$ cat src/rtl/fetch_pc_ctrl_if.sv
// Fetch-control bundle: hazard/branch/halt sources from ID/EX plus the PC and
// pipeline-register controls returned to Instr_fetch and the IF/ID, ID/EX registers.
interface fetch_pc_ctrl_if #(
    parameter int XLEN   = 32,
    parameter int REG_AW = 5,
    parameter int CNT_W  = 16
);
    logic              start;
    logic              halt_req;
    logic              id_ex_memread;
    logic [REG_AW-1:0] id_ex_rd;
    logic [REG_AW-1:0] if_id_rs;
    logic [REG_AW-1:0] if_id_rt;
    logic              ex_br_taken;
    logic [XLEN-1:0]   ex_br_target;
    logic [XLEN-1:0]   reg_we_if;
    logic              if_id_write;
    logic              if_id_flush;
    logic              id_ex_bubble;
    logic              halted;
    logic [CNT_W-1:0]  stall_cnt;
    logic [CNT_W-1:0]  flush_cnt;

    // Controller side: owns the PC and the pipeline-register controls.
    modport master (
        input  start, halt_req, id_ex_memread, id_ex_rd, if_id_rs, if_id_rt,
               ex_br_taken, ex_br_target,
        output reg_we_if, if_id_write, if_id_flush, id_ex_bubble, halted,
               stall_cnt, flush_cnt
    );

    // Pipeline side: supplies hazard sources, consumes the controls.
    modport slave (
        output start, halt_req, id_ex_memread, id_ex_rd, if_id_rs, if_id_rt,
               ex_br_taken, ex_br_target,
        input  reg_we_if, if_id_write, if_id_flush, id_ex_bubble, halted,
               stall_cnt, flush_cnt
    );
endinterface

$ cat src/rtl/fetch_pc_ctrl.sv
// Instruction-fetch sequencer: owns the PC, resolves redirect / load-use stall /
// halt events each cycle and drives the IF/ID and ID/EX register controls.
module fetch_pc_ctrl #(
    parameter int              XLEN      = 32,
    parameter logic [XLEN-1:0] RESET_PC  = '0,
    parameter int              PC_STEP   = 4,
    parameter int              REG_AW    = 5,
    parameter int              DRAIN_CYC = 3,
    parameter int              CNT_W     = 16
) (
    input logic             clk,
    input logic             rst_n,
    fetch_pc_ctrl_if.master bus
);
    localparam int DRN_W = (DRAIN_CYC > 1) ? $clog2(DRAIN_CYC) : 1;

    typedef enum logic [1:0] {IDLE, RUN, HALTING, HALTED} state_t;

    state_t           state;
    logic [XLEN-1:0]  pc;
    logic [CNT_W-1:0] stall_q;
    logic [CNT_W-1:0] flush_q;
    logic [DRN_W-1:0] drain;

    logic redirect;
    logic hazard;
    logic wr_c;
    logic flush_c;
    logic bubble_c;
    logic halted_c;

    // Performance counters stick at all-ones instead of wrapping.
    function automatic logic [CNT_W-1:0] sat_inc(input logic [CNT_W-1:0] c);
        return (&c) ? c : c + 1'b1;
    endfunction

    // Event detection: a load in EX whose destination feeds the instruction in ID.
    always_comb begin
        redirect = bus.ex_br_taken;
        hazard   = bus.id_ex_memread && (bus.id_ex_rd != '0) &&
                   ((bus.id_ex_rd == bus.if_id_rs) || (bus.id_ex_rd == bus.if_id_rt));
    end

    // Pipeline-register controls for the current cycle; IDLE values are the default.
    always_comb begin
        wr_c     = 1'b0;
        flush_c  = 1'b1;
        bubble_c = 1'b1;
        halted_c = 1'b0;
        case (state)
            RUN: begin
                if (redirect) begin
                    flush_c  = 1'b1;
                    bubble_c = 1'b1;
                end else if (hazard) begin
                    flush_c  = 1'b0;
                    bubble_c = 1'b1;
                end else if (bus.halt_req) begin
                    // The halt itself moves on into EX; only younger fetches are squashed.
                    flush_c  = 1'b1;
                    bubble_c = 1'b0;
                end else begin
                    wr_c     = 1'b1;
                    flush_c  = 1'b0;
                    bubble_c = 1'b0;
                end
            end
            HALTING: begin
                // Older instructions keep draining; a late branch also kills ID/EX.
                flush_c  = 1'b1;
                bubble_c = redirect;
            end
            HALTED: begin
                halted_c = 1'b1;
            end
            default: ;
        endcase
    end

    // FSM, PC, drain counter and performance counters.
    always_ff @(posedge clk) begin
        if (!rst_n) begin
            state   <= IDLE;
            pc      <= RESET_PC;
            stall_q <= '0;
            flush_q <= '0;
            drain   <= '0;
        end else begin
            case (state)
                IDLE: begin
                    if (bus.start) state <= RUN;
                end
                RUN: begin
                    if (redirect) begin
                        // A same-cycle halt belongs to the wrong path and is dropped.
                        pc      <= bus.ex_br_target;
                        flush_q <= sat_inc(flush_q);
                    end else if (hazard) begin
                        stall_q <= sat_inc(stall_q);
                    end else if (bus.halt_req) begin
                        drain <= DRN_W'(DRAIN_CYC - 1);
                        state <= HALTING;
                    end else begin
                        pc <= pc + XLEN'(PC_STEP);
                    end
                end
                HALTING: begin
                    if (redirect) begin
                        pc      <= bus.ex_br_target;
                        flush_q <= sat_inc(flush_q);
                        state   <= RUN;
                    end else if (drain == '0) begin
                        state <= HALTED;
                    end else begin
                        drain <= drain - 1'b1;
                    end
                end
                HALTED: begin
                    if (bus.start) state <= RUN;
                end
                default: state <= IDLE;
            endcase
        end
    end

    assign bus.reg_we_if    = pc;
    assign bus.if_id_write  = wr_c;
    assign bus.if_id_flush  = flush_c;
    assign bus.id_ex_bubble = bubble_c;
    assign bus.halted       = halted_c;
    assign bus.stall_cnt    = stall_q;
    assign bus.flush_cnt    = flush_q;
endmodule

$ cat src/flat_wrapper.sv
// flat-port wrapper written by rule: the top's interface ports become plain ports
module fetch_pc_ctrl_flat 
#(
    parameter int              XLEN      = 32,
    parameter logic [XLEN-1:0] RESET_PC  = '0,
    parameter int              PC_STEP   = 4,
    parameter int              REG_AW    = 5,
    parameter int              DRAIN_CYC = 3,
    parameter int              CNT_W     = 16
)
  (clk, rst_n, bus_start, bus_halt_req, bus_id_ex_memread, bus_id_ex_rd, bus_if_id_rs, bus_if_id_rt, bus_ex_br_taken, bus_ex_br_target, bus_reg_we_if, bus_if_id_write, bus_if_id_flush, bus_id_ex_bubble, bus_halted, bus_stall_cnt, bus_flush_cnt);
  fetch_pc_ctrl_if #(.XLEN(XLEN), .REG_AW(REG_AW), .CNT_W(CNT_W)) bus_i ();
  input logic clk;
  input logic rst_n;
  input wire logic [$bits(bus_i.start)-1:0] bus_start;
  input wire logic [$bits(bus_i.halt_req)-1:0] bus_halt_req;
  input wire logic [$bits(bus_i.id_ex_memread)-1:0] bus_id_ex_memread;
  input wire logic [$bits(bus_i.id_ex_rd)-1:0] bus_id_ex_rd;
  input wire logic [$bits(bus_i.if_id_rs)-1:0] bus_if_id_rs;
  input wire logic [$bits(bus_i.if_id_rt)-1:0] bus_if_id_rt;
  input wire logic [$bits(bus_i.ex_br_taken)-1:0] bus_ex_br_taken;
  input wire logic [$bits(bus_i.ex_br_target)-1:0] bus_ex_br_target;
  output wire logic [$bits(bus_i.reg_we_if)-1:0] bus_reg_we_if;
  output wire logic [$bits(bus_i.if_id_write)-1:0] bus_if_id_write;
  output wire logic [$bits(bus_i.if_id_flush)-1:0] bus_if_id_flush;
  output wire logic [$bits(bus_i.id_ex_bubble)-1:0] bus_id_ex_bubble;
  output wire logic [$bits(bus_i.halted)-1:0] bus_halted;
  output wire logic [$bits(bus_i.stall_cnt)-1:0] bus_stall_cnt;
  output wire logic [$bits(bus_i.flush_cnt)-1:0] bus_flush_cnt;
  assign bus_i.start = bus_start;
  assign bus_i.halt_req = bus_halt_req;
  assign bus_i.id_ex_memread = bus_id_ex_memread;
  assign bus_i.id_ex_rd = bus_id_ex_rd;
  assign bus_i.if_id_rs = bus_if_id_rs;
  assign bus_i.if_id_rt = bus_if_id_rt;
  assign bus_i.ex_br_taken = bus_ex_br_taken;
  assign bus_i.ex_br_target = bus_ex_br_target;
  assign bus_reg_we_if = bus_i.reg_we_if;
  assign bus_if_id_write = bus_i.if_id_write;
  assign bus_if_id_flush = bus_i.if_id_flush;
  assign bus_id_ex_bubble = bus_i.id_ex_bubble;
  assign bus_halted = bus_i.halted;
  assign bus_stall_cnt = bus_i.stall_cnt;
  assign bus_flush_cnt = bus_i.flush_cnt;
  fetch_pc_ctrl #(.XLEN(XLEN), .RESET_PC(RESET_PC), .PC_STEP(PC_STEP), .REG_AW(REG_AW), .DRAIN_CYC(DRAIN_CYC), .CNT_W(CNT_W)) u_core (.clk(clk), .rst_n(rst_n), .bus(bus_i));
endmodule
$ cat config.mk
export PLATFORM = sky130hd
export DESIGN_NAME = fetch_pc_ctrl_flat
export DESIGN_NICKNAME = d
export VERILOG_FILES = /design/src/rtl/fetch_pc_ctrl_if.sv /design/src/rtl/fetch_pc_ctrl.sv /design/src/flat_wrapper.sv
export SDC_FILE = /design/constraint.sdc
export NUM_CORES = 1
export LEC_CHECK = 0
export BUFFER_PORTS_ARGS = -buffer_cell sky130_fd_sc_hd__buf_4
export CORE_MARGIN = 2
export CORE_UTILIZATION = 55
export DETAILED_ROUTE_END_ITERATION = 16
export PLACE_DENSITY = 0.95
export SLEW_MARGIN = 15
export SYNTH_ARGS = -nofsm -noshare
export SYNTH_HDL_FRONTEND = slang
export SYNTH_SLANG_ARGS = --single-unit
export TNS_END_PERCENT = 5
$ cat constraint.sdc
create_clock -name clk -period 3.6 [get_ports clk]
set_clock_uncertainty 0.05 [all_clocks]
set_input_delay 0.54 -clock clk [delete_from_list [all_inputs] [get_ports clk]]
set_output_delay 0.54 -clock clk [all_outputs]
set_load 0.005 [all_outputs]
* After elaboration in Yosys (flattened, before gate mapping)
Cells that the tools add are included.
** Storage, ports and cells
- Flip-flop bits (word level) :: 68
- Output and inout port bits :: 68
- Input port bits :: 53
- Word-level logic and storage cells :: 70
** Cells by class
- Eq/ne operators :: 15
- Add/sub/neg operators :: 4
- Mux-type cells :: 27
- Reduce and logical (&&, ||, !) cells :: 16
- Bitwise gates (word level) :: 3
** Operator list (count)
- 32-bit two-way mux :: 4
- 32-bit one-hot mux with 2 select lines :: 1
- 16-bit by 1-bit adder with 16-bit output, second input constant :: 2
- 32-bit by 3-bit adder with 32-bit output, second input constant :: 1
- 16-bit AND reduction :: 2
- 2-bit two-way mux :: 8
- 2-bit inequality test, second input constant :: 6
- 1-bit two-way mux :: 11
- 5-bit == test :: 2
- 4-bit AND reduction :: 2
- 3-bit inequality test, second input constant :: 2
- 2-bit one-hot mux with 3 select lines :: 1
- 6-bit AND reduction :: 1
- 5-bit AND reduction :: 1
- 5-bit nonzero test :: 1
- 2-bit == test, second input constant :: 2
- 2-bit logical NOT :: 2
- 2-bit one-hot mux with 2 select lines :: 1
- 2-bit OR reduction :: 2
- 3-bit by 2-bit inequality test with 1-bit output, second input constant :: 1
- 1-bit inverter :: 3
- 3-bit AND reduction :: 1
- 2-bit by 1-bit == test with 1-bit output, second input constant :: 1
- 1-bit logical AND :: 2
- other kinds (5) :: 5

* Longest topological paths before layout
Gate-level depths: netlist of the first run.
- Depth in word-level cells :: 6
- Mapped depth :: 11
- Depth with buffers taken out :: 8

* Least setup slack after synthesis of the first run
OpenSTA, ideal clock, no wires.
- Path type :: input to register
- Start :: in bus_id_ex_rd[0]
- End :: reg u_core.pc[26] (netlist: u_core.bus.reg_we_if[26])
- Setup slack :: 1.338 ns
- Path buffers :: 0
- Arrival :: 2.135 ns
- Cell stages on the path :: 6
- Setup time :: 0.077 ns
- Required time :: 3.473 ns
- Path through :: or4_4 o21ai_4 or2_2 o21ai_1 or4_4 a41oi_2
** Between the ends
- Word-level cells in the longest chain between the ends :: 5
- Elaborated cells on any way between the ends :: 8
- Classes of those cells :: eq/ne: 3; reduce/logical: 5
** Ends and longest elaborated chain
- start, declared :: line flat_wrapper.sv:18 : input wire logic [$bits(bus_i.id_ex_rd)-1:0] bus_id_ex_rd;
- 5-bit == test or 5-bit nonzero test (tied branches) :: line fetch_pc_ctrl.sv:41, fetch_pc_ctrl.sv:40
- 1-bit logical OR or 1-bit logical AND (tied branches) :: line fetch_pc_ctrl.sv:41, fetch_pc_ctrl.sv:40
- 1-bit logical AND (*) :: line fetch_pc_ctrl.sv:40 : hazard = bus.id_ex_memread && (bus.id_ex_rd != '0) &&
- 3-bit inequality test (no line) (*)
- 4-bit AND reduction (no line) (*)
- end signal, assigned :: line fetch_pc_ctrl.sv:96 : pc <= bus.ex_br_target;
- end signal, assigned :: line fetch_pc_ctrl.sv:104 : pc <= pc + XLEN'(PC_STEP);
- end signal, assigned :: line fetch_pc_ctrl.sv:109 : pc <= bus.ex_br_target;
- end, declared :: line fetch_pc_ctrl.sv:20 : logic [XLEN-1:0] pc;
Mark *: on every way between the ends. The rest lies on a longest branch, timed or not.
A chain may end at the register's enable or synchronous reset.

* Worst setup path in the final report of the first run
- Start :: in bus_id_ex_rd[4]
- End :: out bus_if_id_flush
** Between the ends
- Word-level cells in the longest chain between the ends :: 6
- Elaborated cells on any way between the ends :: 9
- Classes of those cells :: eq/ne: 2; mux: 3; reduce/logical: 4
** Ends and longest elaborated chain
- 5-bit == test or 5-bit nonzero test (tied branches) :: line fetch_pc_ctrl.sv:41, fetch_pc_ctrl.sv:40
- 1-bit logical OR or 1-bit logical AND (tied branches) :: line fetch_pc_ctrl.sv:41, fetch_pc_ctrl.sv:40
- 1-bit logical AND (*) :: line fetch_pc_ctrl.sv:40
- 1-bit two-way mux (*) :: line fetch_pc_ctrl.sv:55 : end else if (hazard) begin
- 1-bit two-way mux (*) :: line fetch_pc_ctrl.sv:52 : if (redirect) begin
- 1-bit two-way mux (*) :: line fetch_pc_ctrl.sv:50 : case (state)
- end, declared :: line flat_wrapper.sv:25 : output wire logic [$bits(bus_i.if_id_flush)-1:0] bus_if_id_flush;
Marked as above.

==> results.cfg, run 1 <==
[outcome]
status = finished, final reports clean

[die]
die_x_um = 89.52
core_area_um2 = 7176
initial_utilization_pct = 56.06
die_area_um2 = 8014
fp.dieH_um = 89.52
core.rowCount = 31
ios = 121

[finish]
final_area_um2 = 5223
final_layout_size_suffix_gt1_share_pct = 26.24
final_nets = 680
n_antenna_cell = 0
area_growth_pct = 29.83

[routing]
avgRoutedWirePerCell_um = 15.96
drt_iter0_markers = 394
final_antenna_net_count = 0
post_drt_via_cell_ratio = 6.081
vias = 4403
drtPass1Iterations = 5
wl_um = 11560
drc_errors = 0

[worst_setup_path]
cp.arrival_ns = 2.09
path_max_fanout = 7
crit_path_end_kind = primary output
start_kind = input pin
path_class = input pin to primary output
cp.required_ns = 3.01

[power_and_ir_drop]
switchingPower_mw = 1.007
ir_drop_mv = 0.3225
pwr-share-clk_pct = 28.9
power_leakage_nw = 2.043
comb_power_share_pct = 34.8
seqPwrFrac_pct = 36.3
power.density_nw_per_um2 = 535.2
swShare_pct = 36.03
intPower_mw = 1.788

[global_route]
grt_pass1_wl_um = 18190
grt_antenna_before_repair = 0
gr-total-overflow = 0
grt_usage_pct = 28.87
grt_max_degree = 55
grt_pass1_vias = 4057

[cts]
post_cts_buffers = 0
cts_resized = 0
cts_root_buf = clkbuf_8
numCtsBuffers = 9
path_clk_slew_ns = 0.07
clkLatencyLatePin_ns = 0.35
cts_buffer_depth = 2
cts_tree = yes
htreeDepth = 3
hold_buffers = 0
clkSinkCount = 68

[synth]
avgSynthCellArea_um2 = 7.826
synth-main-ff-cell = dfxtp_1
syn_inst = 514
synth_edf_count = 0
yosys.cell_types.count = 62
synth_seq_cells = 68
seq_area_frac_synth_pct = 33.84
syn-num-nets = 574
yosysWarnings = 0
synthArstFlopShare_pct = 0
syn-cell-area_um2 = 4023

[sta]
final-setup-viol-count = 0
slew_headroom_pct = 33.22
fmax_ghz = 0.3732
period_share_pct = 74.43
tightest_slew_ns = 1.002
report.final.slew_viol_count = 0
grt_setup_unrepaired = no
tns_ns = 0
hold_violations = 0
period_needed_ns = 2.680

[min_path]
hp-class = input pin to flip-flop

[place]
routabilityCongestion = 0.8863
port_buffers = 120
post_dp_cell_area_um2 = 4965
hpwl_um = 8274

[flow_run]
drv_cap = 0
==> cell usage after synthesis (9+ instances only) <==
master | number | area share [%]
a21oi_1 | 48 | 6.0
and3_1 | 10 | 1.6
buf_2 | 9 | 1.1
clkbuf_1 | 18 | 1.7
dfxtp_1 | 68 | 34
inv_1 | 9 | 0.84
nand2_1 | 74 | 6.9
nand3_1 | 27 | 3.4
nand4_1 | 10 | 1.6
nor2_1 | 44 | 4.1
nor3_1 | 10 | 1.2
o21ai_0 | 18 | 2.2
o31ai_1 | 15 | 2.8
xnor2_1 | 19 | 4.1
==> worst max-delay path, cell delays in order <==
cell and delay, ns:
buf_4 0.12, xnor2_1 0.20, nand3_1 0.13, o22a_1 0.28
o21ai_0 0.55, nand2b_1 0.10, buf_4 0.16
==> power groups by stage <==
stage,Clock [mW],Sequential (mW),Combinational (mW)
finish,0.806,1.02,0.973
floorplan,0,1.00,0.593
CTS,0.813,1.01,0.963
detailed placement,0,1.02,0.958
global placement,0,1.02,0.915
global route,0.839,1.03,1.07
==> final cells by class <==
class / count / area (um2)
Inverter: 9 / 33.78
Clock buffer: 11 / 151.4
Tap cell: 99 / 123.9
Sequential cell: 68 / 1361
Multi-Input combinational cell: 407 / 2507
Fill cell: 545 / 1953
Clock inverter: 5 / 106.4
Timing Repair Buffer: 125 / 938.4
==> flip-flops by register name, summed over array words and instances, names as in the netlist <==
signal and count:
u_core.bus.flush_cnt 16, u_core.bus.reg_we_if 32, u_core.bus.stall_cnt 16, u_core.drain 2
u_core.state 2
==> per-stage QoR <==
step / instances / total power, mW / hold slack, ns / utilization [%] / setup slack (ns)
after floorplan: 514 / 1.595 / 0.4027 / - / 1.338
after global placement: 708 / 1.933 / 0.3952 / 69.19 / 0.8815
after detailed placement: 708 / 1.982 / 0.3980 / 69.19 / 0.8646
after CTS: 724 / 2.785 / 0.3789 / 72.78 / 0.9469
after global routing: 724 / 2.942 / 0.3846 / 72.78 / 0.7934
final: 724 / 2.795 / 0.3910 / 72.78 / 0.9204
==> metal layers <==
metal  share of wire (%)  vias to the layer above  wire length, um  global-route usage [%]
li1                    -                     2099                -                       -
met1                  41                     2054             4775                   35.75
met2                  47                      218             5471                   48.42
met3                 8.0                       32              930                   5.540
met4                 3.3                        0              378                   13.30
met5                   0                        -                0                       0
==> worst paths after layout <==
check,from,end,slack (ns),cells after the start
setup / recovery,bus_id_ex_rd[4],bus_if_id_flush,0.92,7
hold / removal,bus_ex_br_target[1],u_core.bus.reg_we_if[1],0.39,3
setup reg to reg,u_core.bus.reg_we_if[2],u_core.bus.reg_we_if[26],0.95,7
hold reg to reg,u_core.bus.reg_we_if[1],u_core.bus.reg_we_if[1],0.41,2
==> cell usage in the layout, fill, tap and decap left out, types with 3 or more instances in the layout <==
| cell type | n |
|---|---|
| a211oi_1 | 4 |
| a21oi_1 | 48 |
| a311oi_1 | 3 |
| a32o_1 | 3 |
| a32oi_1 | 3 |
| and2_1 | 4 |
| and3_1 | 10 |
| and4_1 | 3 |
| buf_4 | 125 |
| bufinv_16 | 3 |
| clkbuf_8 | 11 |
| dfxtp_1 | 68 |
| ha_1 | 7 |
| inv_1 | 9 |
| mux2i_1 | 7 |
| nand2_1 | 74 |
| nand2b_1 | 8 |
| nand3_1 | 27 |
| nand4_1 | 10 |
| nor2_1 | 44 |
| nor3_1 | 10 |
| nor3b_1 | 4 |
| nor4_1 | 7 |
| o211ai_1 | 3 |
| o21ai_0 | 18 |
| o221a_2 | 3 |
| o22ai_1 | 3 |
| o31a_1 | 3 |
| o31ai_1 | 15 |
| o32ai_1 | 8 |
| or2_2 | 4 |
| or3_1 | 4 |
| or4_1 | 7 |
| xnor2_1 | 19 |
| xor2_1 | 8 |
==> logic make-up after synthesis <==
group,synth area share [%]
AND/OR/NAND/NOR,29.11
AO/OA/AOI/OAI,23.33
flip-flops,33.84
buffers and inverters,3.919
XOR/XNOR,5.879
multiplexers,1.742
adder cells (fa/ha/maj),2.177
Note: power is estimated with default switching activity, not from simulation.
==> run 2, diff against run 1 <==
--- a/config.mk
+++ b/config.mk
@@ -5,11 +5,12 @@
 export SDC_FILE = /design/constraint.sdc
 export NUM_CORES = 1
 export LEC_CHECK = 0
+export ABC_AREA = 1
 export BUFFER_PORTS_ARGS = -buffer_cell sky130_fd_sc_hd__buf_4
 export CORE_MARGIN = 2
-export CORE_UTILIZATION = 55
+export CORE_UTILIZATION = 54
 export DETAILED_ROUTE_END_ITERATION = 16
-export PLACE_DENSITY = 0.95
+export PLACE_DENSITY = 0.92
 export SLEW_MARGIN = 15
 export SYNTH_ARGS = -nofsm -noshare
 export SYNTH_HDL_FRONTEND = slang
==> constraint.sdc (replaced) <==
create_clock -name clk -period 2.8 [get_ports clk]
set_clock_uncertainty 0.05 [all_clocks]
set_input_delay 0.42 -clock clk [delete_from_list [all_inputs] [get_ports clk]]
set_output_delay 0.42 -clock clk [all_outputs]
set_load 0.005 [all_outputs]
==> results.cfg, run 2 <==
[outcome]
status = finished, final reports clean

[worst_setup_path]
cp.required_ns = 2.98
critical-path-max-stage-delay_ns = 0.34
cp.arrival_ns = 2.39
start_kind = flip-flop
timing.rr.end = u_core.bus.reg_we_if[3]
path_max_fanout = 25
startpoint = u_core.state[1]
critical-path-slowest-cell = nand2_4
crit_chain = inv_1, ha_1, inv_1, nor2_2, nand3_4, nand2_4, inv_2, nor2_1, nor2_1
r2r_slack_ns = 0.59
r2r_cells = 9
r2r-start = u_core.state[1]
path_class = flip-flop to flip-flop
crit_path_end_kind = flip-flop

[cts]
cts_tree = yes
cts_buffer_depth = 2
htreeDepth = 3
clkSinkCount = 68
cts_resized = 0
path_clk_slew_ns = 0.07
numCtsBuffers = 9
hold_buffers = 0
post_cts_buffers = 0
cts_root_buf = clkbuf_8
clkLatencyLatePin_ns = 0.34

[sta]
tightest_slew_ns = 0.4076
grt_setup_unrepaired = no
slew_headroom_pct = 72.80
tns_ns = 0
hold_violations = 0
period_needed_ns = 2.208
period_share_pct = 78.86
report.final.slew_viol_count = 0
fmax_ghz = 0.4529
final-setup-viol-count = 0

[synth]
synth_top_cell_by_area = dfxtp_1
seq_area_frac_synth_pct = 28.80
syn_inst = 771
synth_edf_count = 0
synth_common_cells = nand2_1, nor2_1, inv_1
synthArstFlopShare_pct = 0
synth_seq_cells = 68
syn-num-nets = 831
avgSynthCellArea_um2 = 6.131
synthTopCellsByArea = dfxtp_1, nand2_1, nor2_1
yosys.cell_types.count = 37
synth_top_area_share_pct = 28.80
synth.most_common_cell = nand2_1
syn-cell-area_um2 = 4727
yosysWarnings = 0
synth-main-ff-cell = dfxtp_1

[global_route]
grt_pass1_vias = 4924
grt_antenna_before_repair = 0
grt_pass1_wl_um = 21680
gr-total-overflow = 0
grt_usage_pct = 26.49
grt_max_degree = 34

[flow_run]
drv_cap = 0

[routing]
wl_um = 12690
drc_errors = 0
final_antenna_net_count = 0
vias = 5272
drtPass1Iterations = 5
avgRoutedWirePerCell_um = 12.72
drt_iter0_markers = 312
post_drt_via_cell_ratio = 5.283

[die]
die_area_um2 = 9518
ios = 121
die_x_um = 97.56
core.rowCount = 34
initial_utilization_pct = 55.01
fp.dieH_um = 97.56
core_area_um2 = 8593

[finish]
final_nets = 946
final_cell_mix = nand2_1, buf_4, nor2_1, inv_1, nand3_1
final_area_um2 = 5888
final_layout_size_suffix_gt1_share_pct = 22.02
n_antenna_cell = 0
largest_reg_flops = 32
area_growth_pct = 24.56
final_common_cell = nand2_1

[min_path]
hp-class = input pin to flip-flop
whs_path_depth = 3
hold_path_end = u_core.bus.reg_we_if[0]
worstHoldStart = bus_ex_br_target[0]

[place]
port_buffers = 120
routabilityCongestion = 0.9554
hpwl_um = 9359
post_dp_cell_area_um2 = 5685

[power_and_ir_drop]
power_leakage_nw = 2.482
ir_drop_mv = 0.4337
power.density_nw_per_um2 = 685.5
## run 2: cell types whose count changed in the layout (fill, tap and decap cells not counted), moves of 12 or more
cell     change
o31ai_1     -15
nand2_1    +160
nor2_1      +61
inv_1       +65
or2_2       +12
nand3_1     +42
## run 2: how the worst max path moves through the flow
stage	to	slack, ns
after global placement	u_core.bus.flush_cnt[10]	0.65
after detailed placement	u_core.bus.reg_we_if[3]	0.60
after floorplan	u_core.bus.flush_cnt[6]	1.07
after global routing	u_core.bus.flush_cnt[10]	0.41
final	u_core.bus.reg_we_if[3]	0.59
after CTS	u_core.bus.flush_cnt[5]	0.60
## run 2: final cells by class
class | instances | area [um2]
inverters | 83 | 311.5
fillers | 785 | 2705
multi-input cells | 597 | 2924
well taps | 108 | 135.1
clock buffers | 14 | 172.7
clock inverters | 1 | 30.03
flip-flops and latches | 68 | 1361
repair buffers | 127 | 953.4
## run 2: cell families (layout without fill, tap and decap cells)
group	Yosys count	count (layout)	synth area share, %
and+or+nand+nor	475	475	44.26
buffers and inverters	106	225	9.344
AOI/OAI and AO/OA	84	84	9.926
DFF	68	68	28.80
xor gates and xnor gates	28	28	5.188
adders and majority gates	7	7	1.853
muxes	3	3	0.6353
## run 2: power breakdown
| group | switching, mW | internal [mW] |
|---|---|---|
| registers | 0.317 | 1.19 |
| logic | 0.952 | 0.740 |
| clock network | 0.359 | 0.481 |
## run 2: per-stage QoR
| stage | utilization, % | worst slack [ns] | hold WS [ns] | total power [mW] | cells |
|---|---|---|---|---|---|
| floorplan | - | 1.072 | 0.4199 | 2.569 | 771 |
| global placement | 66.16 | 0.6526 | 0.4227 | 3.152 | 983 |
| detailed placement | 66.16 | 0.5997 | 0.4230 | 3.204 | 983 |
| CTS | 68.52 | 0.6011 | 0.3000 | 4.045 | 998 |
| global route | 68.52 | 0.4066 | 0.3043 | 4.344 | 998 |
| finish | 68.52 | 0.5919 | 0.2992 | 4.037 | 998 |
## run 2: routing by layer
| metal | wire, um | vias up | track usage (%) |
|---|---|---|---|
| met4 | 301 | 0 | 8.440 |
| li1 | - | 2683 | - |
| met5 | 0 | - | 0 |
| met1 | 5260 | 2350 | 32.41 |
| met2 | 6181 | 210 | 46.63 |
| met3 | 947 | 29 | 5.252 |
## run 2: critical path: cells and delay by family (launching register included)
family / cells / cell delay [ns]
adder cells (fa/ha/maj): 1 / 0.21
buffers and inverters: 3 / 0.39
flip-flops: 1 / 0.33
AND/OR/NAND/NOR: 5 / 1.11
